**src/rtl/cen_mon_pkg.sv**
```systemverilog
// Shared definitions for the clock-enable rate monitor: FSM states,
// gap tracker widths and the nominal CEN rates produced by the core.
package cen_mon_pkg;

  typedef enum logic [1:0] {
    ST_IDLE    = 2'd0,
    ST_SETTLE  = 2'd1,
    ST_MEASURE = 2'd2
  } mon_state_t;

  localparam int         GAP_W   = 8;
  localparam logic [7:0] GAP_SAT = 8'd255;

  // Nominal pulses per 1 ms window for the core's enable generators:
  // video 13.5 / 6.75 MHz, audio 3.375 / 1.6875 MHz, OKI 2.7 MHz.
  localparam int unsigned CEN_RATES [5] = '{13500, 6750, 3375, 1688, 2700};

  // Gap counter increment that sticks at the saturation value.
  function automatic logic [GAP_W-1:0] gap_sat_inc(input logic [GAP_W-1:0] v);
    return (v == GAP_SAT) ? GAP_SAT : v + GAP_W'(1);
  endfunction

endpackage

```
**src/rtl/cen_gap_tracker.sv**
```systemverilog
// Inter-pulse gap measurement with per-window min/max. The min/max outputs
// already include a gap closed in the current cycle, so the parent can
// publish them on the window's terminal cycle without an extra stage.
module cen_gap_tracker
  import cen_mon_pkg::*;
(
  input  logic             clk,
  input  logic             rst,
  input  logic             cen,
  input  logic             win_start,
  output logic [GAP_W-1:0] min_gap,
  output logic [GAP_W-1:0] max_gap
);

  logic [GAP_W-1:0] gap_cnt_reg;
  logic             have_prev_reg;
  logic [GAP_W-1:0] min_reg;
  logic [GAP_W-1:0] max_reg;

  logic [GAP_W-1:0] closed_gap;
  logic             gap_closed;
  logic [GAP_W-1:0] min_base;
  logic [GAP_W-1:0] max_base;

  // Fold a gap closed this cycle into the running extremes; the trackers
  // restart from 255/0 on the first cycle of each window.
  always_comb begin
    closed_gap = gap_sat_inc(gap_cnt_reg);
    gap_closed = cen && have_prev_reg;
    min_base   = win_start ? GAP_SAT : min_reg;
    max_base   = win_start ? '0 : max_reg;
    min_gap    = (gap_closed && (closed_gap < min_base)) ? closed_gap : min_base;
    max_gap    = (gap_closed && (closed_gap > max_base)) ? closed_gap : max_base;
  end

  // Gap counter runs freely across window boundaries; the first pulse after
  // a clear only arms it.
  always_ff @(posedge clk) begin
    if (rst) begin
      gap_cnt_reg   <= '0;
      have_prev_reg <= 1'b0;
      min_reg       <= GAP_SAT;
      max_reg       <= '0;
    end else begin
      if (cen) begin
        gap_cnt_reg   <= '0;
        have_prev_reg <= 1'b1;
      end else begin
        gap_cnt_reg <= gap_sat_inc(gap_cnt_reg);
      end
      min_reg <= min_gap;
      max_reg <= max_gap;
    end
  end

endmodule

```
**src/rtl/cen_rate_monitor.sv**
```systemverilog
// Clock-enable rate monitor: counts CEN pulses per fixed window, reports
// min/max inter-pulse gap, and tracks lock against an expected rate.
module cen_rate_monitor
  import cen_mon_pkg::*;
#(
  parameter int WINDOW = 96000,
  parameter int EXPECT = 13500,
  parameter int TOL    = 2,
  parameter int CW     = 24
) (
  input  logic          CLK96,
  input  logic          RESET,
  input  logic          EN,
  input  logic          CEN,
  output logic [CW-1:0] COUNT,
  output logic [7:0]    MIN_GAP,
  output logic [7:0]    MAX_GAP,
  output logic          VALID,
  output logic          LOCKED,
  output logic          ERR
);

  localparam int WCW = $clog2(WINDOW);
  localparam logic [WCW-1:0] WIN_LAST = WCW'(WINDOW - 1);
  // Bounds carried one bit wider and signed so EXPECT-TOL can go negative.
  localparam logic signed [CW:0] TOL_LO = (CW+1)'(EXPECT - TOL);
  localparam logic signed [CW:0] TOL_HI = (CW+1)'(EXPECT + TOL);

  mon_state_t       state_reg;
  logic [WCW-1:0]   win_cnt_reg;
  logic [CW-1:0]    acc_reg;
  logic             run_reg;

  logic             win_start;
  logic             win_end;
  logic             trk_rst;
  logic [CW-1:0]    count_next;
  logic signed [CW:0] count_s;
  logic             in_tol;
  logic [GAP_W-1:0] trk_min;
  logic [GAP_W-1:0] trk_max;

  // Window position, saturating pulse count including this cycle's CEN,
  // and the tolerance test applied at the terminal cycle.
  always_comb begin
    win_start  = (win_cnt_reg == '0);
    win_end    = (win_cnt_reg == WIN_LAST);
    trk_rst    = RESET || (state_reg == ST_IDLE);
    count_next = (CEN && !(&acc_reg)) ? acc_reg + CW'(1) : acc_reg;
    count_s    = $signed({1'b0, count_next});
    in_tol     = (count_s >= TOL_LO) && (count_s <= TOL_HI);
  end

  cen_gap_tracker u_gap (
    .clk       (CLK96),
    .rst       (trk_rst),
    .cen       (CEN),
    .win_start (win_start),
    .min_gap   (trk_min),
    .max_gap   (trk_max)
  );

  // Control FSM with registered publish/lock outputs.
  always_ff @(posedge CLK96) begin
    if (RESET) begin
      state_reg   <= ST_IDLE;
      win_cnt_reg <= '0;
      acc_reg     <= '0;
      run_reg     <= 1'b0;
      COUNT       <= '0;
      MIN_GAP     <= GAP_SAT;
      MAX_GAP     <= '0;
      VALID       <= 1'b0;
      LOCKED      <= 1'b0;
      ERR         <= 1'b0;
    end else begin
      VALID <= 1'b0;
      case (state_reg)
        ST_IDLE: begin
          win_cnt_reg <= '0;
          acc_reg     <= '0;
          run_reg     <= 1'b0;
          LOCKED      <= 1'b0;
          if (EN) state_reg <= ST_SETTLE;
        end
        ST_SETTLE, ST_MEASURE: begin
          if (!EN) begin
            // Partial window is thrown away.
            state_reg   <= ST_IDLE;
            win_cnt_reg <= '0;
            acc_reg     <= '0;
            run_reg     <= 1'b0;
            LOCKED      <= 1'b0;
          end else if (win_end) begin
            win_cnt_reg <= '0;
            acc_reg     <= '0;
            state_reg   <= ST_MEASURE;
            if (state_reg == ST_MEASURE) begin
              COUNT   <= count_next;
              MIN_GAP <= trk_min;
              MAX_GAP <= trk_max;
              VALID   <= 1'b1;
              if (in_tol) begin
                // Lock on the second consecutive good window.
                run_reg <= 1'b1;
                LOCKED  <= run_reg;
              end else begin
                run_reg <= 1'b0;
                LOCKED  <= 1'b0;
                ERR     <= 1'b1;
              end
            end
          end else begin
            win_cnt_reg <= win_cnt_reg + WCW'(1);
            acc_reg     <= count_next;
          end
        end
        default: state_reg <= ST_IDLE;
      endcase
    end
  end

endmodule

```
**config.mk**
```make
export PLATFORM = sky130hd
export DESIGN_NAME = cen_rate_monitor
export DESIGN_NICKNAME = d
export VERILOG_FILES = /design/src/rtl/cen_mon_pkg.sv /design/src/rtl/cen_gap_tracker.sv /design/src/rtl/cen_rate_monitor.sv
export SDC_FILE = /design/constraint.sdc
export NUM_CORES = 1
export LEC_CHECK = 0
export BUFFER_PORTS_ARGS = -buffer_cell sky130_fd_sc_hd__buf_4
export CORE_MARGIN = 5
export CORE_UTILIZATION = 65
export CTS_BUF_LIST = sky130_fd_sc_hd__clkbuf_4 sky130_fd_sc_hd__clkbuf_8
export CTS_CLUSTER_DIAMETER = 200
export DETAILED_ROUTE_END_ITERATION = 10
export MAX_ROUTING_LAYER = met4
export PLACE_DENSITY = 0.82
export SYNTH_ARGS = -nofsm -noshare
export SYNTH_HDL_FRONTEND = slang
export SYNTH_SLANG_ARGS = --single-unit
```
**constraint.sdc**
```tcl
create_clock -name CLK96 -period 6.2 [get_ports CLK96]
set_input_delay 1.24 -clock CLK96 [delete_from_list [all_inputs] [get_ports CLK96]]
set_output_delay 1.24 -clock CLK96 [all_outputs]
set_load 0.05 [all_outputs]
```
# Word level (Yosys, flattened, before mapping)
# Index checks and enable logic that the tools add are counted.
# classes
n_addsub,3
n_lt_le_gt_ge,4
eq_ne,7
muxes,27
n_bitwise,4
n_reduce_logical,18
# ops
op,count
two-way mux 24 bit,3
one-hot mux 24 bit (2 select lines),1
two-way mux 8 bit,5
two-way mux 17 bit,2
one-hot mux 17 bit (2 select lines),1
adder 24 x 1 -> 24 bit (second input constant),1
greater-or-equal comparator 24 x 14 -> 1 bit (second input constant),1
<= comparator 24 x 14 -> 1 bit (second input constant),1
AND reduction 24 bit,1
adder 17 x 1 -> 17 bit (second input constant),1
== test 17 bit (second input constant),1
logical NOT 17 bit,1
two-way mux 1 bit,9
adder 8 x 1 -> 8 bit (second input constant),1
== test 8 bit (second input constant),1
greater-than comparator 8 bit,1
< comparator 8 bit,1
two-way mux 2 bit,3
inequality test 3 bit (second input constant),2
logical AND 1 bit,5
AND reduction 5 bit,1
NOT 1 bit,4
one-hot mux 1 bit (2 select lines),2
one-hot mux 2 bit (2 select lines),1
12 further kinds,13
# word_totals
reg_bits,112
in_bits,4
out_inout_bits,43
word_cells,77

# Depth between registers and ports, before layout
# Gate-level depths: netlist of run 1.
# depth
ltp_word,11
depth_mapped,15
mapped_depth_nobuf,15

# Hierarchy
# Synthesis of run 1 repeated with hierarchy kept, for this count alone.
# hier_totals
hier_cells,767
area_unflattened_um2,6158.4
# by_module_without_submodules
mod,instances,cells_each,area_per_inst_um2,seq_area_each_um2
cen_rate_monitor,1,579,4541.9,1741.7
cen_gap_tracker,1,188,1616.6,500.5

# Worst setup path before layout of run 1
# Ideal clock, no wire load.
# synth_timing
path_kind,register to register
startpoint,register u_gap.gap_cnt_reg[0]
endpoint,register MIN_GAP[1]
setup_ns,0.069
arrival_time_ns,3.262
required_time_ns,6.131
slack_ns,2.869
stages_incl_launch_ff,13
n_path_buf,0
synth_period_minus_slack_ns,3.331
path_cell_list,dfxtp_1 ha_1 nand3_1 nor3_1 nor3_1 inv_1 ha_1 o2111a_1 o21a_1 a2111oi_0 nand2_2 mux2_2 o21ai_1
# synth_via
elab_chain_len,5
elab_cells_between_ends,6
cone_classes,1 x add/sub; 1 x order compare; 1 x eq/ne; 2 x mux; 1 x reduce/logical
# synth_lines
element,line,source
from (decl),cen_gap_tracker.sv:15,logic [GAP_W-1:0] gap_cnt_reg;
from (signal assigned),cen_gap_tracker.sv:49,gap_cnt_reg <= gap_sat_inc(gap_cnt_reg);
adder 8 x 1 -> 8 bit or == test 8 bit (tied branches),cen_mon_pkg.sv:20,return (v == GAP_SAT) ? GAP_SAT : v + GAP_W'(1);
two-way mux 8 bit *,cen_mon_pkg.sv:20,
named net u_gap.closed_gap[4],cen_gap_tracker.sv:20,logic [GAP_W-1:0] closed_gap;
< comparator 8 bit *,cen_gap_tracker.sv:32,min_gap = (gap_closed && (closed_gap < min_base)) ? closed_gap : min_base;
logical AND 1 bit *,cen_gap_tracker.sv:32,
two-way mux 8 bit *,cen_gap_tracker.sv:32,
to (signal assigned),cen_rate_monitor.sv:100,MIN_GAP <= trk_min;
to (decl),cen_rate_monitor.sv:16,"output logic [7:0] MIN_GAP,"
# The timed path passes the listed nets; every way through them passes the cells marked *.
# A chain may end at the register's enable or synchronous reset.

# Final worst setup path of run 1
# Same ends and word-level chain as after synthesis.

==> impl_metrics.toml, run 1 <==
[yosys]
ys_warn_count = 0
synth_area_per_cell_um2 = 8.206
ys_seq_area_share_pct = 37.58
synth_top_cells_by_area = "dfxtp_1 (38%), nor2_1 (7.1%), ha_1 (4.8%)"
syn_inst = 727
synth_top_cell_area_share_pct = 37.58
synth-edff-count = 0
synth_cell_type_count = 65
netlist_area_um2 = 5966
synth_fp_nets = 754
async_reset_ff_share_pct = 0
ys_ff_latch = 112
synth.largest_area_cell = "dfxtp_1"
synth_flop_cell = "dfxtp_1"

[status]
status = "finished clean"

[power]
power.density_nw_per_um2 = 189.1
leakage_nw = 2.464
ir_drop_mv = 0.1319

[sta]
fin_tns_setup_ns = 0
min_period_ns = 3.895
setup_violations = 0
finalCritPeriodShare_pct = 62.82
tightest_slew_ns = 1.087
grt_setup_unrepaired = "false"
finalHoldViolCount = 0
timing.fmax_mhz = 256.8
fin_skew_ns = 0.01250
maxSlewViolCount = 0
maxSlewHeadroom_pct = 27.31

[routing]
drt_iter0_markers = 346
num_vias = 5434
firstDrtPassIters = 7
drtAntennaViolNets = 0
post_drt_wl_per_cell_um = 17.70
wl_um = 15290
drc = 0
routed_via_density = 6.289

[floorplanning]
core-area_um2 = 9109
die_w_um = 105.8
die_h_um = 105.8
die_area_um2 = 11190
start_util_pct = 65.49
ioPinCount = 47
rows = 35

[cts]
clock-sinks = 112
path_clk_slew_ns = 0.11
cts_made_buffers = 9
insertion_delay_ns = 0.38
htree_num_levels = 3
post_cts_buffers = 0
ctsResizeCount = 0
root_buffer = "clkbuf_8"
cts_tree = "yes"
hold_buffers = 0
clock_path_buffers = 2

[placed_design]
hpwlAfterDp_um = 10990
portBuffers = 46
gp_congestion = 0.9665

[worst_setup_path]
path_max_fanout = 7
cpPeakStageDelay_ns = 0.71
cp-start-kind = "flip-flop"
crit_buf_inv = 1
worstSetupPathType = "flip-flop to flip-flop"
path_cells = "ha_1 > nand3_1 > nor3_1 > nor3_1 > inv_1 > ha_1 > o2111a_1 > o21a_1 > a2111oi_0 > nand2_2 > mux2_2 > o21ai_1"
critPathArrivalTime_ns = 4.20
slowest_stage = "a2111oi_0"
cpLargestDelayFamily = "simple AND/OR/NAND/NOR gates"
required_ns = 6.50
cp-end-kind = "flip-flop"

[grt]
grt_use_total_pct = 28.46
grt_pass1_vias = 5183
antenna_found_initial = 0
grt_first_pass_wirelength_um = 25420
overflow = 0
grt_max_degree = 67

[run]
cap_violations = 0

[final_layout]
fill_cells = 739
multi_input_area_um2 = 3477
regArea_um2 = 2242
final_common_cell = "nor2_1"
final_core_util_pct = 71.48
nets = 775
drive_above_1_share_pct = 13.81
diodes = 0
layout_common_cells = "nor2_1 (113), dfxtp_1 (112), nand2_1 (74)"
syn_to_final_growth_pct = 9.144

[hold_path]
worstHoldPathType = "flip-flop to flip-flop"
area by class of cell:
type / instances / area share (%)
multi-input combinational: 556 / 53.40
inverter: 20 / 1.153
sequential: 112 / 34.44
clock inverter: 6 / 1.115
timing repair buffer: 49 / 5.650
clock buffer: 10 / 2.114
tap: 111 / 2.133
kinds of logic after synthesis:
| family | count (synthesis) | synth area share (%) |
|---|---|---|
| xor+xnor | 36 | 5.285 |
| flops | 112 | 37.58 |
| mux | 17 | 3.146 |
| buf+inv | 59 | 4.278 |
| compound gates | 156 | 16.72 |
| simple gates | 324 | 28.17 |
| fa+ha+maj | 23 | 4.824 |
worst register-to-register path, stage by stage (launching register included):
cell	delay, ns
dfxtp_1	0.37
ha_1	0.20
nand3_1	0.15
nor3_1	0.66
nor3_1	0.22
inv_1	0.13
ha_1	0.23
o2111a_1	0.27
o21a_1	0.10
a2111oi_0	0.71
nand2_2	0.28
mux2_2	0.37
o21ai_1	0.13
worst paths after layout:
path,slack (ns),startpoint,to,cells past startpoint
worst min-delay path,0.46,COUNT[15],COUNT[15],2
worst max-delay path,2.31,u_gap.gap_cnt_reg[0],MIN_GAP[1],12
worst max register to register,2.31,u_gap.gap_cnt_reg[0],MIN_GAP[1],12
worst min register to register,0.46,COUNT[15],COUNT[15],2
metal layers:
layer / global-route usage, % / share of wire, % / vias to the layer above
li1: - / - / 2625
met3: 5.083 / 5.7 / 34
met1: 32.47 / 41 / 2591
met5: - / 0 / -
met4: 9.806 / 2.9 / 0
met2: 50.27 / 50 / 184
synth_stat cells, types with 10 or more instances:
cell type,count
inv_1,20
clkbuf_1,20
o21ai_0,30
nor2_1,113
a22oi_1,10
nor3_1,13
nand4_1,16
nand3b_1,10
xnor2_1,23
mux2_2,14
and3_1,13
a21oi_1,50
nand2_1,74
ha_1,23
buf_2,14
a211oi_1,21
xor2_1,13
nand3_1,19
dfxtp_1,112
metrics by stage:
stage                     std cells  power (mW)  hold WS (ns)  setup WS, ns  instance area [um^2]
after floorplan                 727      0.7721        0.4402         2.869                  5966
after global placement          848      0.7834        0.4427         2.622                  6301
after detailed placement        848      0.7849        0.4467         2.414                  6301
after CTS                       864       1.237        0.4653         2.321                  6511
after global routing            864       1.272        0.4961         1.966                  6511
final                           864       1.231        0.4622         2.305                  6511
where the power goes:
part | internal, mW | leakage (nW) | switching (mW) | total, mW
Clock | 0.204 | 0.109 | 0.258 | 0.462
Combinational | 0.0119 | 1.45 | 0.0351 | 0.0470
Sequential | 0.721 | 0.903 | 0.00152 | 0.722
(Power assumes the default switching activity.)
==> run 2: changes to the inputs <==
--- a/config.mk
+++ b/config.mk
@@ -7,12 +7,12 @@
 export LEC_CHECK = 0
 export BUFFER_PORTS_ARGS = -buffer_cell sky130_fd_sc_hd__buf_4
 export CORE_MARGIN = 5
-export CORE_UTILIZATION = 65
+export CORE_UTILIZATION = 62
 export CTS_BUF_LIST = sky130_fd_sc_hd__clkbuf_4 sky130_fd_sc_hd__clkbuf_8
 export CTS_CLUSTER_DIAMETER = 200
 export DETAILED_ROUTE_END_ITERATION = 10
 export MAX_ROUTING_LAYER = met4
-export PLACE_DENSITY = 0.82
+export PLACE_DENSITY = 0.79
 export SYNTH_ARGS = -nofsm -noshare
 export SYNTH_HDL_FRONTEND = slang
 export SYNTH_SLANG_ARGS = --single-unit
==> constraint.sdc (replaced) <==
create_clock -name CLK96 -period 3.6 [get_ports CLK96]
set_input_delay 0.72 -clock CLK96 [delete_from_list [all_inputs] [get_ports CLK96]]
set_output_delay 0.72 -clock CLK96 [all_outputs]
set_load 0.05 [all_outputs]
==> impl_metrics.toml, run 2 (synthesis results as in run 1) <==
[worst_setup_path]
critPathArrivalTime_ns = 3.76
r2r_start = "win_cnt_reg[3]"
required_ns = 3.91
path_max_fanout = 7
crit_path_start = "win_cnt_reg[3]"
worstSetupPathType = "flip-flop to flip-flop"
cpPeakStageDelay_ns = 0.50
slowest_stage = "nor4_1"
cpLargestDelayFamily = "simple AND/OR/NAND/NOR gates"
r2r_end = "MIN_GAP[7]"
cp-start-kind = "flip-flop"
crit_buf_inv = 1
cp-end-kind = "flip-flop"
rrSetupSlack_ns = 0.15
path_cells = "nor4_1 > and4_1 > nor2_1 > ha_1 > o2111a_1 > o21a_1 > a2111oi_0 > buf_4 > nand2_2 > mux2_2 > o21ai_1"
worst-r2r-cell-count = 11

[power]
ir_drop_mv = 0.2490
leakage_nw = 2.519
total_power_mw = 2.097
power.density_nw_per_um2 = 316.6

[floorplanning]
core-area_um2 = 9328
die_w_um = 108.1
die_h_um = 108.1
start_util_pct = 63.96
die_area_um2 = 11680
rows = 35
ioPinCount = 47

[routing]
drt_iter0_markers = 404
drc = 0
routed_via_density = 6.106
firstDrtPassIters = 9
post_drt_wl_per_cell_um = 16.90
wl_um = 15110
num_vias = 5459
drtAntennaViolNets = 0

[status]
status = "finished clean"

[placed_design]
pre_cts_slack_ns = 0.2253
hpwlAfterDp_um = 11170
gp_congestion = 0.9220
portBuffers = 46

[hold_path]
worstHoldPathType = "flip-flop to flip-flop"
whs_path_depth = 2
min_to = "COUNT[22]"
hold_start = "COUNT[22]"

[grt]
overflow = 0
grt_use_total_pct = 27.47
antenna_found_initial = 0
grt_first_pass_wirelength_um = 25050
grt_max_degree = 67
grt_pass1_vias = 5245

[cts]
clock-sinks = 112
cts_made_buffers = 9
path_clk_slew_ns = 0.10
insertion_delay_ns = 0.38
root_buffer = "clkbuf_8"
cts_tree = "yes"
htree_num_levels = 3
clock_path_buffers = 2
hold_buffers = 0

[sta]
maxSlewHeadroom_pct = 18.26
timing.fmax_mhz = 290.0
finalCritPeriodShare_pct = 95.79
tightest_slew_ns = 1.222
grt_setup_unrepaired = "false"
fin_ws_ns = 0.1514
whs_ns = 0.4604
min_period_ns = 3.449
setup_violations = 0
finalHoldViolCount = 0
maxSlewViolCount = 0
fin_skew_ns = 0.009197
fin_tns_setup_ns = 0

[final_layout]
nets = 788
layout_common_cells = "nor2_1 (113), dfxtp_1 (112), nand2_1 (74)"
syn_to_final_growth_pct = 11.03
final_common_cell = "nor2_1"
drive_above_1_share_pct = 15.29
final_core_util_pct = 71.01
diodes = 0

[run]
cap_violations = 0
## run 2: repair_timing
item | in CTS | in global routing
resized for setup | 0 | 1
buffers inserted | 0 | 2
endpoints found under the setup margin | 0 | 4
## run 2: worst max-delay path by stage
stage	end	slack, ns	depth (start not counted)
6_report	MIN_GAP[7]	0.15	11
5_1_grt	MIN_GAP[2]	0.01	15
4_1_cts	MIN_GAP[7]	0.20	15
3_5_place_dp	MIN_GAP[7]	0.23	15
3_3_place_gp	MIN_GAP[5]	0.46	15
2_1_floorplan	MIN_GAP[1]	0.27	12
## run 2: where the power goes
part / total (mW) / internal, mW / switching (mW)
sequential: 1.24 / 1.24 / 0.00282
combinational: 0.0832 / 0.0225 / 0.0607
clock: 0.770 / 0.334 / 0.436
total: 2.10 / 1.60 / 0.500
## run 2: through the flow
stage / std cells / instance area, um^2
3_3_place_gp: 877 / 6406
6_report: 894 / 6624
5_1_grt: 894 / 6624
3_5_place_dp: 877 / 6406
2_1_floorplan: 727 / 5966
4_1_cts: 892 / 6603
## run 2: layer usage
layer	vias up	GRT usage, %	share of wire [%]
li1	2650	-	-
met1	2570	31.62	41
met2	191	47.02	50
met3	48	4.179	5.5
met4	0	12.89	3.5
met5	-	-	0
## run 2: area by class of cell
type | count | area [um^2]
multi-input cells | 556 | 3483
clock inverters | 5 | 65.06
inverters | 20 | 75.07
fillers | 787 | 2704
repair buffers | 62 | 465.4
flip-flops and latches | 112 | 2242
well taps | 129 | 161.4
clock buffers | 10 | 131.4
## run 2: tightest hold or removal path, cell delays in order, from the launching register on
cell and delay [ns]:
dfxtp_1 0.32, nand2_1 0.05, a21oi_1 0.05
==> run 3: changes to the inputs <==
--- a/config.mk
+++ b/config.mk
@@ -5,6 +5,7 @@
 export SDC_FILE = /design/constraint.sdc
 export NUM_CORES = 1
 export LEC_CHECK = 0
+export ABC_AREA = 1
 export BUFFER_PORTS_ARGS = -buffer_cell sky130_fd_sc_hd__buf_4
 export CORE_MARGIN = 5
 export CORE_UTILIZATION = 62
==> impl_metrics.toml, run 3 <==
[final_layout]
nets = 961
syn_to_final_growth_pct = 10.51
diodes = 0
final_common_cell = "nand2_1"
drive_above_1_share_pct = 11.29
multi_input_area_um2 = 3282
stdcell_area_um2 = 6684
fill_cells = 842
regArea_um2 = 2242
layout_common_cells = "nand2_1 (240), nor2_1 (114), dfxtp_1 (112)"

[sta]
fin_tns_setup_ns = 0
finalHoldViolCount = 0
maxSlewViolCount = 0
fin_skew_ns = 0.01245
tightest_slew_ns = 0.7663
grt_setup_unrepaired = "false"
maxSlewHeadroom_pct = 48.86
finalCritPeriodShare_pct = 88.11
min_period_ns = 3.172
setup_violations = 0
timing.fmax_mhz = 315.2

[placed_design]
portBuffers = 46
dpl_cell_area_um2 = 6479
gp_congestion = 0.9440
hpwlAfterDp_um = 11430

[floorplanning]
rows = 36
die_area_um2 = 11830
die_w_um = 108.8
core-area_um2 = 9639
start_util_pct = 62.75
ioPinCount = 47
die_h_um = 108.8

[cts]
insertion_delay_ns = 0.39
path_clk_slew_ns = 0.10
ctsResizeCount = 0
htree_num_levels = 3
root_buffer = "clkbuf_8"
post_cts_buffers = 0
hold_buffers = 0
clock-sinks = 112
cts_made_buffers = 9
cts_tree = "yes"
clock_path_buffers = 2

[grt]
grt_first_pass_wirelength_um = 25770
grt_use_total_pct = 28.27
overflow = 0
grt_max_degree = 48
grt_pass1_vias = 5532
antenna_found_initial = 0

[yosys]
synth_top_cells_by_area = "dfxtp_1 (37%), nand2_1 (15%), nor2_1 (7.1%)"
ys_warn_count = 0
synth.most_common_cell = "nand2_1"
synth.largest_area_cell = "dfxtp_1"
netlist_area_um2 = 6048
ys_ff_latch = 112
synth-edff-count = 0
ys_top_cells_by_count = "nand2_1 (240), nor2_1 (115), dfxtp_1 (112), inv_1 (97), a21oi_1 (62)"
synth_cell_type_count = 43
synth_flop_cell = "dfxtp_1"
synth_area_per_cell_um2 = 6.743
syn_inst = 897
synth_fp_nets = 924
synth_top_cell_area_share_pct = 37.07
async_reset_ff_share_pct = 0
ys_seq_area_share_pct = 37.07

[run]
cap_violations = 0

[worst_setup_path]
path_max_fanout = 12
critPathArrivalTime_ns = 3.46
required_ns = 3.89
cp-end-kind = "flip-flop"
rrSetupSlack_ns = 0.43
worstSetupPathType = "flip-flop to flip-flop"
cp-start-kind = "flip-flop"

[routing]
drtAntennaViolNets = 0
num_vias = 5903
post_drt_wl_per_cell_um = 14.28
drt_iter0_markers = 419
drc = 0
wl_um = 15300
firstDrtPassIters = 5
routed_via_density = 5.507

[power]
power.density_nw_per_um2 = 394.0
leakage_nw = 2.886
ir_drop_mv = 0.3380

[hold_path]
worstHoldPathType = "flip-flop to flip-flop"

[status]
status = "finished clean"
==> run 3: changes by cell type in the layout (fill, tap and decap cells not counted), sizes merged, moves of 14 or more <==
cell and change:
nand2 +176, inv +78, nand3 +40, a211oi -20
xnor2 -18, mux2 -14
==> run 3: cell families (layout without fill, tap and decap cells) <==
group	count (synthesis)	after routing	synth area share (%)
and+or+nand+nor	481	481	34.38
AOI/OAI and AO/OA	132	132	12.06
DFF	112	112	37.07
adders and majority gates	23	23	4.758
xor gates and xnor gates	20	20	3.020
buffers and inverters	129	171	8.709
==> run 3: worst paths after layout <==
check,startpoint,end,depth (start not counted)
max,u_gap.gap_cnt_reg[0],MAX_GAP[0],17
min,ERR,ERR,2
min reg2reg,ERR,ERR,2
max reg2reg,u_gap.gap_cnt_reg[0],MAX_GAP[0],17
==> run 3: area by class of cell <==
| type | instances | share of cell area, % |
|---|---|---|
| tap | 133 | 2.490 |
| timing repair buffer | 55 | 6.177 |
| inverter | 100 | 5.616 |
| multi-input combinational | 656 | 49.10 |
| clock buffer | 10 | 2.059 |
| sequential | 112 | 33.55 |
| clock inverter | 6 | 1.011 |
==> run 3: power by group <==
part	leakage, nW	switching (mW)	internal, mW	total [mW]
combinational	1.88	0.380	0.150	0.530
clock	0.104	0.444	0.345	0.788
sequential	0.904	0.0372	1.28	1.32
==> run 3: routing by layer <==
layer,vias to the layer above,track usage [%],share of wire [%]
li1,2956,-,-
met1,2698,36.55,45
met2,213,44.04,45
met3,36,6.335,7.6
met4,0,9.378,2.4
met5,-,-,0
==> run 3: metrics by stage <==
step / setup slack, ns / power (mW) / instances / util (%) / hold WS [ns]
2_1_floorplan: 0.7770 / 1.711 / 897 / - / 0.4453
3_3_place_gp: 0.6310 / 1.847 / 1056 / 67.21 / 0.4475
3_5_place_dp: 0.4491 / 1.861 / 1056 / 67.21 / 0.4558
4_1_cts: 0.4373 / 2.638 / 1072 / 69.34 / 0.4804
5_1_grt: 0.1700 / 2.762 / 1072 / 69.34 / 0.5021
6_report: 0.4279 / 2.634 / 1072 / 69.34 / 0.4729
==> run 3: critical path: stages, from the launching register on <==
cell	delay, ns
dfxtp_1	0.38
ha_1	0.20
nand3_1	0.13
nor3_1	0.32
and3_1	0.31
nor2_1	0.10
inv_1	0.11
ha_1	0.26
a21oi_1	0.18
o21a_1	0.13
o221ai_1	0.09
o2111ai_1	0.17
buf_4	0.24
nor2_1	0.05
a21oi_1	0.16
nand2_1	0.07
o211ai_1	0.11
inv_1	0.07
